$ cat src/rtl/gerador_imediato_fila.sv
// Buffered RISC-V immediate generator: decodes at push time and queues results with a tag.
// Optional macro IMM_ZICSR_EN adds the CSR uimm format (Z = 0110).
module gerador_imediato_fila #(
  parameter int unsigned XLEN        = 64,
  parameter int unsigned DEPTH       = 4,
  parameter int unsigned TAG_W       = 5,
  parameter int unsigned AUTO_DECODE = 0
) (
  input  logic                   clk,
  input  logic                   reset,
  input  logic                   flush,
  input  logic                   in_valid,
  output logic                   in_ready,
  input  logic [31:0]            instr,
  input  logic [3:0]             select_imm,
  input  logic [TAG_W-1:0]       in_tag,
  output logic                   out_valid,
  input  logic                   out_ready,
  output logic [XLEN-1:0]        imm,
  output logic [3:0]             fmt,
  output logic                   illegal,
  output logic [TAG_W-1:0]       out_tag,
  output logic [$clog2(DEPTH):0] count
);

  localparam int unsigned PW = $clog2(DEPTH);
  localparam int unsigned CW = PW + 1;

  localparam logic [3:0] FmtR   = 4'b0000;
  localparam logic [3:0] FmtI   = 4'b0001;
  localparam logic [3:0] FmtS   = 4'b0010;
  localparam logic [3:0] FmtSb  = 4'b0011;
  localparam logic [3:0] FmtU   = 4'b0100;
  localparam logic [3:0] FmtUj  = 4'b0101;
  localparam logic [3:0] FmtZ   = 4'b0110;
  localparam logic [3:0] FmtBad = 4'b1111;

  logic [PW-1:0]     head_q, tail_q;
  logic [CW-1:0]     count_q, count_d;
  logic [XLEN-1:0]   imm_mem [DEPTH];
  logic [3:0]        fmt_mem [DEPTH];
  logic [TAG_W-1:0]  tag_mem [DEPTH];

  logic              push, pop;
  logic [3:0]        fmt_new;
  logic [31:0]       imm32;
  logic [XLEN-1:0]   imm_new;

  assign in_ready  = (count_q < CW'(DEPTH));
  assign out_valid = (count_q != '0);
  assign push      = in_valid && in_ready;
  assign pop       = out_valid && out_ready;
  assign count     = count_q;

  // Format resolution: opcode map or explicit select code.
  always_comb begin
    fmt_new = FmtBad;
    if (AUTO_DECODE != 0) begin
      case (instr[6:0])
        7'b0010011, 7'b0000011, 7'b1100111, 7'b0011011: fmt_new = FmtI;
`ifdef IMM_ZICSR_EN
        7'b1110011: fmt_new = instr[14] ? FmtZ : FmtI;
`else
        7'b1110011: fmt_new = FmtI;
`endif
        7'b0100011:             fmt_new = FmtS;
        7'b1100011:             fmt_new = FmtSb;
        7'b0110111, 7'b0010111: fmt_new = FmtU;
        7'b1101111:             fmt_new = FmtUj;
        7'b0110011, 7'b0111011: fmt_new = FmtR;
        default:                fmt_new = FmtBad;
      endcase
    end else begin
      case (select_imm)
        FmtR, FmtI, FmtS, FmtSb, FmtU, FmtUj: fmt_new = select_imm;
`ifdef IMM_ZICSR_EN
        FmtZ:                                 fmt_new = FmtZ;
`endif
        default:                              fmt_new = FmtBad;
      endcase
    end
  end

  // Every format is built as a 32-bit value whose bit 31 is the correct extension bit.
  always_comb begin
    imm32 = '0;
    case (fmt_new)
      FmtI:  imm32 = {{20{instr[31]}}, instr[31:20]};
      FmtS:  imm32 = {{20{instr[31]}}, instr[31:25], instr[11:7]};
      FmtSb: imm32 = {{19{instr[31]}}, instr[31], instr[7], instr[30:25], instr[11:8], 1'b0};
      FmtU:  imm32 = {instr[31:12], 12'b0};
      FmtUj: imm32 = {{11{instr[31]}}, instr[31], instr[19:12], instr[20], instr[30:21], 1'b0};
`ifdef IMM_ZICSR_EN
      FmtZ:  imm32 = {27'b0, instr[19:15]};
`endif
      default: imm32 = '0;
    endcase
    imm_new = XLEN'($signed(imm32));
  end

  always_comb begin
    count_d = count_q;
    unique case ({push, pop})
      2'b10:   count_d = count_q + CW'(1);
      2'b01:   count_d = count_q - CW'(1);
      default: count_d = count_q;
    endcase
  end

  always_ff @(posedge clk) begin
    if (reset || flush) begin
      head_q  <= '0;
      tail_q  <= '0;
      count_q <= '0;
    end else begin
      if (push) tail_q <= tail_q + PW'(1);
      if (pop)  head_q <= head_q + PW'(1);
      count_q <= count_d;
    end
  end

  // Payload storage needs no reset; outputs are gated by out_valid.
  always_ff @(posedge clk) begin
    if (!reset && !flush && push) begin
      imm_mem[tail_q] <= imm_new;
      fmt_mem[tail_q] <= fmt_new;
      tag_mem[tail_q] <= in_tag;
    end
  end

  always_comb begin
    imm     = '0;
    fmt     = '0;
    illegal = 1'b0;
    out_tag = '0;
    if (out_valid) begin
      imm     = imm_mem[head_q];
      fmt     = fmt_mem[head_q];
      illegal = (fmt_mem[head_q] == FmtBad);
      out_tag = tag_mem[head_q];
    end
  end

endmodule
$ cat config.mk
export PLATFORM = sky130hd
export DESIGN_NAME = gerador_imediato_fila
export DESIGN_NICKNAME = d
export VERILOG_FILES = /design/src/rtl/gerador_imediato_fila.sv
export SDC_FILE = /design/constraint.sdc
export NUM_CORES = 1
export LEC_CHECK = 0
export CORE_MARGIN = 5
export CORE_UTILIZATION = 40
export DETAILED_ROUTE_END_ITERATION = 8
export GPL_ROUTABILITY_DRIVEN = 1
export GPL_TIMING_DRIVEN = 0
export SETUP_SLACK_MARGIN = 0.5
export SYNTH_ARGS = -nofsm -noshare
export SYNTH_HDL_FRONTEND = slang
export SYNTH_SLANG_ARGS = --single-unit
$ cat constraint.sdc
create_clock -name clk -period 3.5 [get_ports clk]
set_clock_uncertainty 0.1 [all_clocks]
set_input_delay 1.05 -clock clk [delete_from_list [all_inputs] [get_ports clk]]
set_output_delay 1.05 -clock clk [all_outputs]
set_load 0.01 [all_outputs]
Word-level counts from Yosys, hierarchy flattened
Memories as Yosys holds them, arrays and structs flattened. A register that Yosys moved wholly into a read port is not among the register bits.
Cells that the tools add are included.
Word-level totals
  bits in registers: 7
  memory bits (writable): 292
  input port bits: 46
  output and inout port bits: 79
  logic and storage cells: 50
  memories: 3
Operators by class
  add/subtract/negate cells: 4
  order comparisons: 1
  equality and inequality tests: 13
  muxes and demuxes: 15
  reduce and logical (&&, ||, !) cells: 11
Memories
  imm_mem: words 4, bits a word 64, rd ports 1, clocked after Yosys merged registers in 1, write ports 1, line 40  | logic [XLEN-1:0] imm_mem [DEPTH];
  tag_mem: words 4, bits a word 5, rd ports 1, clocked after Yosys merged registers in 1, write ports 1, line 42  | logic [TAG_W-1:0] tag_mem [DEPTH];
  fmt_mem: words 4, bits a word 4, rd ports 1, clocked after Yosys merged registers in 1, write ports 1, line 41  | logic [3:0] fmt_mem [DEPTH];
Operators with widths (number)
  32-bit case mux with 5 select lines: 1
  64-bit two-way mux: 1
  4-bit by 2-bit equality test with 1-bit output, second input constant: 4
  4-bit by 3-bit equality test with 1-bit output, second input constant: 4
  2-bit two-way mux: 6
  4-bit by 1-bit equality test with 1-bit output, second input constant: 2
  4-bit two-way mux: 2
  3-bit case mux with 2 select lines: 1
  6-bit OR reduction: 1
  5-bit two-way mux: 1
  2-bit by 1-bit adder with 2-bit output, second input constant: 2
  4-bit equality test, second input constant: 1
  1-bit logical AND: 4
  4-bit logical NOT: 1
  3-bit by 1-bit adder with 3-bit output, second input constant: 1
  3-bit less-than comparator, second input constant: 1
  1-bit two-way mux: 3
  3-bit nonzero test: 1
  3-bit by 1-bit subtractor with 3-bit output, second input constant: 1
  2-bit by 1-bit equality test with 1-bit output, second input constant: 1
  2-bit equality test, second input constant: 1
  1-bit logical NOT: 2
  2-bit nonzero test: 1
  1-bit logical OR: 1

Depth between registers and ports, before layout
  word-level depth: 5
  mapped depth: 9
  mapped depth without buffers: 8

Least setup slack after synthesis
OpenSTA, ideal clock, no wires.
  kind: register to output
  start: reg count_q[2], in the netlist count[2]
  end: out imm[32]
  data arrival time: 1.914 ns
  data required time: 2.350 ns
  slack: 0.436 ns
  cell stages (with the launch flop): 6
  buffers on the path: 3
  cells stage by stage: dfxtp_1 > or3_1 > buf_2 > clkbuf_1 > and2_1 > buf_4
On the way
  word-level cells in the longest chain between the ends: 2
RTL lines
  start: declaration: line 39  | logic [CW-1:0] count_q, count_d;
  start signal: assignment: line 118  | count_q <= count_d;
  3-bit nonzero test: line 50  | assign out_valid = (count_q != '0);
  named net out_valid: line 17  | output logic out_valid,
  64-bit two-way mux: line 136  | if (out_valid) begin
  end: declaration: line 19  | output logic [XLEN-1:0] imm,
The timed path passes the listed nets, and every way through them passes these cells.

==> impl_metrics.yaml <==
run:
  drv_cap: 0
synth:
  synth_async_sr_flop_share: 0
  synth_top_area_share: 0.673
  netlist_instances: 409
  yosys-top-cells-count: "164 x edfxtp_1, 47 x and2_1, 41 x mux4_2"
  ys_ff_latch: 173
  ys.flop_type: "edfxtp_1"
  ys_seq_area_frac: 0.698
  syn_area_um2: 7310
  yosys_warnings: 0
  synth_nets: 461
  yosys.area.top_type: "edfxtp_1"
  synthTopCellsByArea: "edfxtp_1 67%, mux4_2 13%, and2_1 4.0%"
  syn-mean-instance-area_um2: 17.9
  synth_edf_count: 164
  synthMostInstantiatedCell: "edfxtp_1"
  synth.distinct_cells: 33
detailed_routing:
  vias_per_cell: 5.01
  routed_wl_mm: 16.2
  vias: 4136
  dr.pass1.iters: 4
  postRouteAntennaNets: 0
  drc: 0
  drtIter0Drc: 344
  routedWlPerCell_um: 19.6
floorplanning:
  ios: 125
  dieHeight_um: 145
  core_area_um2: 18000
  start_util: 0.407
  die_area_um2: 21100
  dieWidth_um: 145
  rows: 49
critical_path:
  path_class: "reg2out"
  regToRegEndpoint: "count[2]$_SDFFE_PP0P_"
  critPathLaunchType: "flip-flop"
  ff2ff_path_depth: 9
  critPathRequiredTime_ns: 2.35
  cp-end-kind: "primary output"
  critPathArrivalTime_ns: 2.11
  worstReg2RegStart: "count[2]$_SDFFE_PP0P_"
  regToRegSetupSlack_ns: 1.25
  crit_fanout: 8
clock_network:
  cts_made_buffers: 17
  cts_buffer_depth: 2
  cts_hold_buffers: 0
  worstSkewPairLatency_ns: 0.42
  cts_tree: "yes"
  clkTransAtPathRegs_ns: 0.06
  cts-root-buf: "clkbuf_16"
  clkSinkCount: 173
  htreeDepth: 4
timing:
  setup_viol: 0
  period_minus_slack_ns: 3.26
  slew_headroom: 0.499
  setup_ws_ns: 0.243
  fin_crit_sh: 0.930
  timing.final.max_slew_violations: 0
  max_freq_ghz: 0.307
  worst_slew_pin_slew_ns: 0.749
  hold_viol: 0
  rsz0062_at_grt: "yes"
global_route:
  gr-total-overflow: 0
  grt_usage: 0.157
  grt_max_degree: 25
  grt_pass1_vias: 4432
  antenna_found_initial: 0
  grt_pass1_wl_mm: 25.4
hold_path:
  min_to: "head_q[1]$_SDFFE_PP0P_"
  hold_depth: 2
  min-delay-start: "head_q[1]$_SDFFE_PP0P_"
  hold_path.class: "reg2reg"
finish:
  syn_to_final_growth_pct: 38.9
  drive_gt1_frac: 0.440
  final_core_util: 0.565
  finish.net_count: 635
  diodes: 0
power:
  p_leak_nw: 3.85
  powerDensity_nw_per_um2: 463
  ir_drop_mv: 0.406
placed_design:
  pre_cts_ws_ns: -0.131
  port_buffers: 115
  gp_congestion: 0.711
  place_hpwl_mm: 10.3
status:
  status: "finished, final reports clean"
## sequential cells by signal (all words and copies together) (netlist names), named ones only
register  flops
imm_mem     128
tag_mem      20
fmt_mem      16
count         3
head_q        2
tail_q        2
## stage by stage
stage	setup TNS, ns	area [um2]	total power [mW]	cells	hold WS, ns
after global routing	0	10200	4.88	825	0.485
after global placement	-141.96	8750	2.71	753	0.418
final	0	10200	4.71	825	0.439
after detailed placement	-3.83	8840	2.72	757	0.434
after floorplan	0	7320	2.52	409	0.385
after CTS	0	9850	4.71	816	0.445
## routing by layer
metal	track usage	wire length (um)	vias up
met3	0.0362	618	18
met4	0.0588	284	0
li1	-	-	1885
met1	0.200	6760	2129
met2	0.263	8500	104
met5	0	0	-
## area by class of cell
| class | instances | area [um2] |
|---|---|---|
| plain buffers | 54 | 571 |
| clock buffers | 17 | 425 |
| clock inverters | 15 | 195 |
| fillers | 1410 | 7810 |
| inverters | 7 | 26.3 |
| multi-input cells | 178 | 1910 |
| flip-flops and latches | 173 | 5110 |
| well taps | 229 | 287 |
| repair buffers | 152 | 1640 |
## power by group
| part | internal (mW) | switching [mW] |
|---|---|---|
| registers | 2.29 | 0.00656 |
| logic | 0.254 | 0.194 |
| clock network | 1.19 | 0.773 |
| total | 3.73 | 0.974 |
## placed cells by master (no fill, tap or decap), types with 3 or more instances in the layout
cell             netlist  layout
ha_1                   5       5
clkbuf_16              0      17
clkinvlp_4             0       6
a21o_1                20      20
mux4_2                41      41
a21oi_1                5       5
dfxtp_1                9       8
and3_2                 0       4
inv_1                  7       7
dlygate4sd2_1          0      10
buf_6                  4     106
bufinv_16              0       4
and2_1                47      21
edfxtp_1             164     164
or2_2                  4       4
nor2_1                20      20
buf_2                  8      10
a22oi_1                4       4
nor2b_1                3       3
buf_12                 0      13
buf_8                  1       3
and2_4                 1      30
clkdlybuf4s50_1        0      40
clkbuf_1               9       4
xor2_1                 3       3
buf_4                 32      13
## worst max path at each step
| stage | start | end | slack, ns | depth (start not counted) |
|---|---|---|---|---|
| floorplan | in_valid | fmt_mem[0][0]$_DFFE_PP_ | 0.54 | 3 |
| global placement | in_valid | imm_mem[0][9]$_DFFE_PP_ | -0.87 | 4 |
| detailed placement | count[2]$_SDFFE_PP0P_ | imm[48] | -0.13 | 6 |
| CTS | flip-flop | imm[55] | 0.23 | 7 |
| global route | flip-flop | imm[12] | 0.17 | 5 |
| finish | flip-flop | imm[39] | 0.24 | 7 |
## what timing repair did
| item | 4_1_cts | 5_1_grt |
|---|---|---|
| setup buffers | 24 | 9 |
| setup endpoints to repair | 75 | 75 |
| endpoints found under the hold margin | 0 | 0 |
| pin swaps | 22 | 14 |
| gates resized for setup | 374 | 60 |
| cloned | 3 | 0 |
## worst max-delay path, cell delays in order, from the launching register on
cell,delay [ns]
dfxtp_2,0.33
buf_8,0.14
buf_12,0.11
mux4_2,0.55
and2_4,0.22
buf_6,0.13
buf_6,0.10
buf_6,0.11
## logic make-up (layout without fill, tap and decap cells)
family,count (synthesis),in the layout,synth area share
XOR/XNOR,5,5,0.00599
AND/OR/NAND/NOR,89,92,0.0706
buffers and inverters,61,245,0.0547
adder cells (fa/ha/maj),6,6,0.0113
multiplexers,43,43,0.129
AO/OA/AOI/OAI,32,32,0.0304
flip-flops,173,173,0.698
No activity file was read; power rests on OpenSTA's default activity.
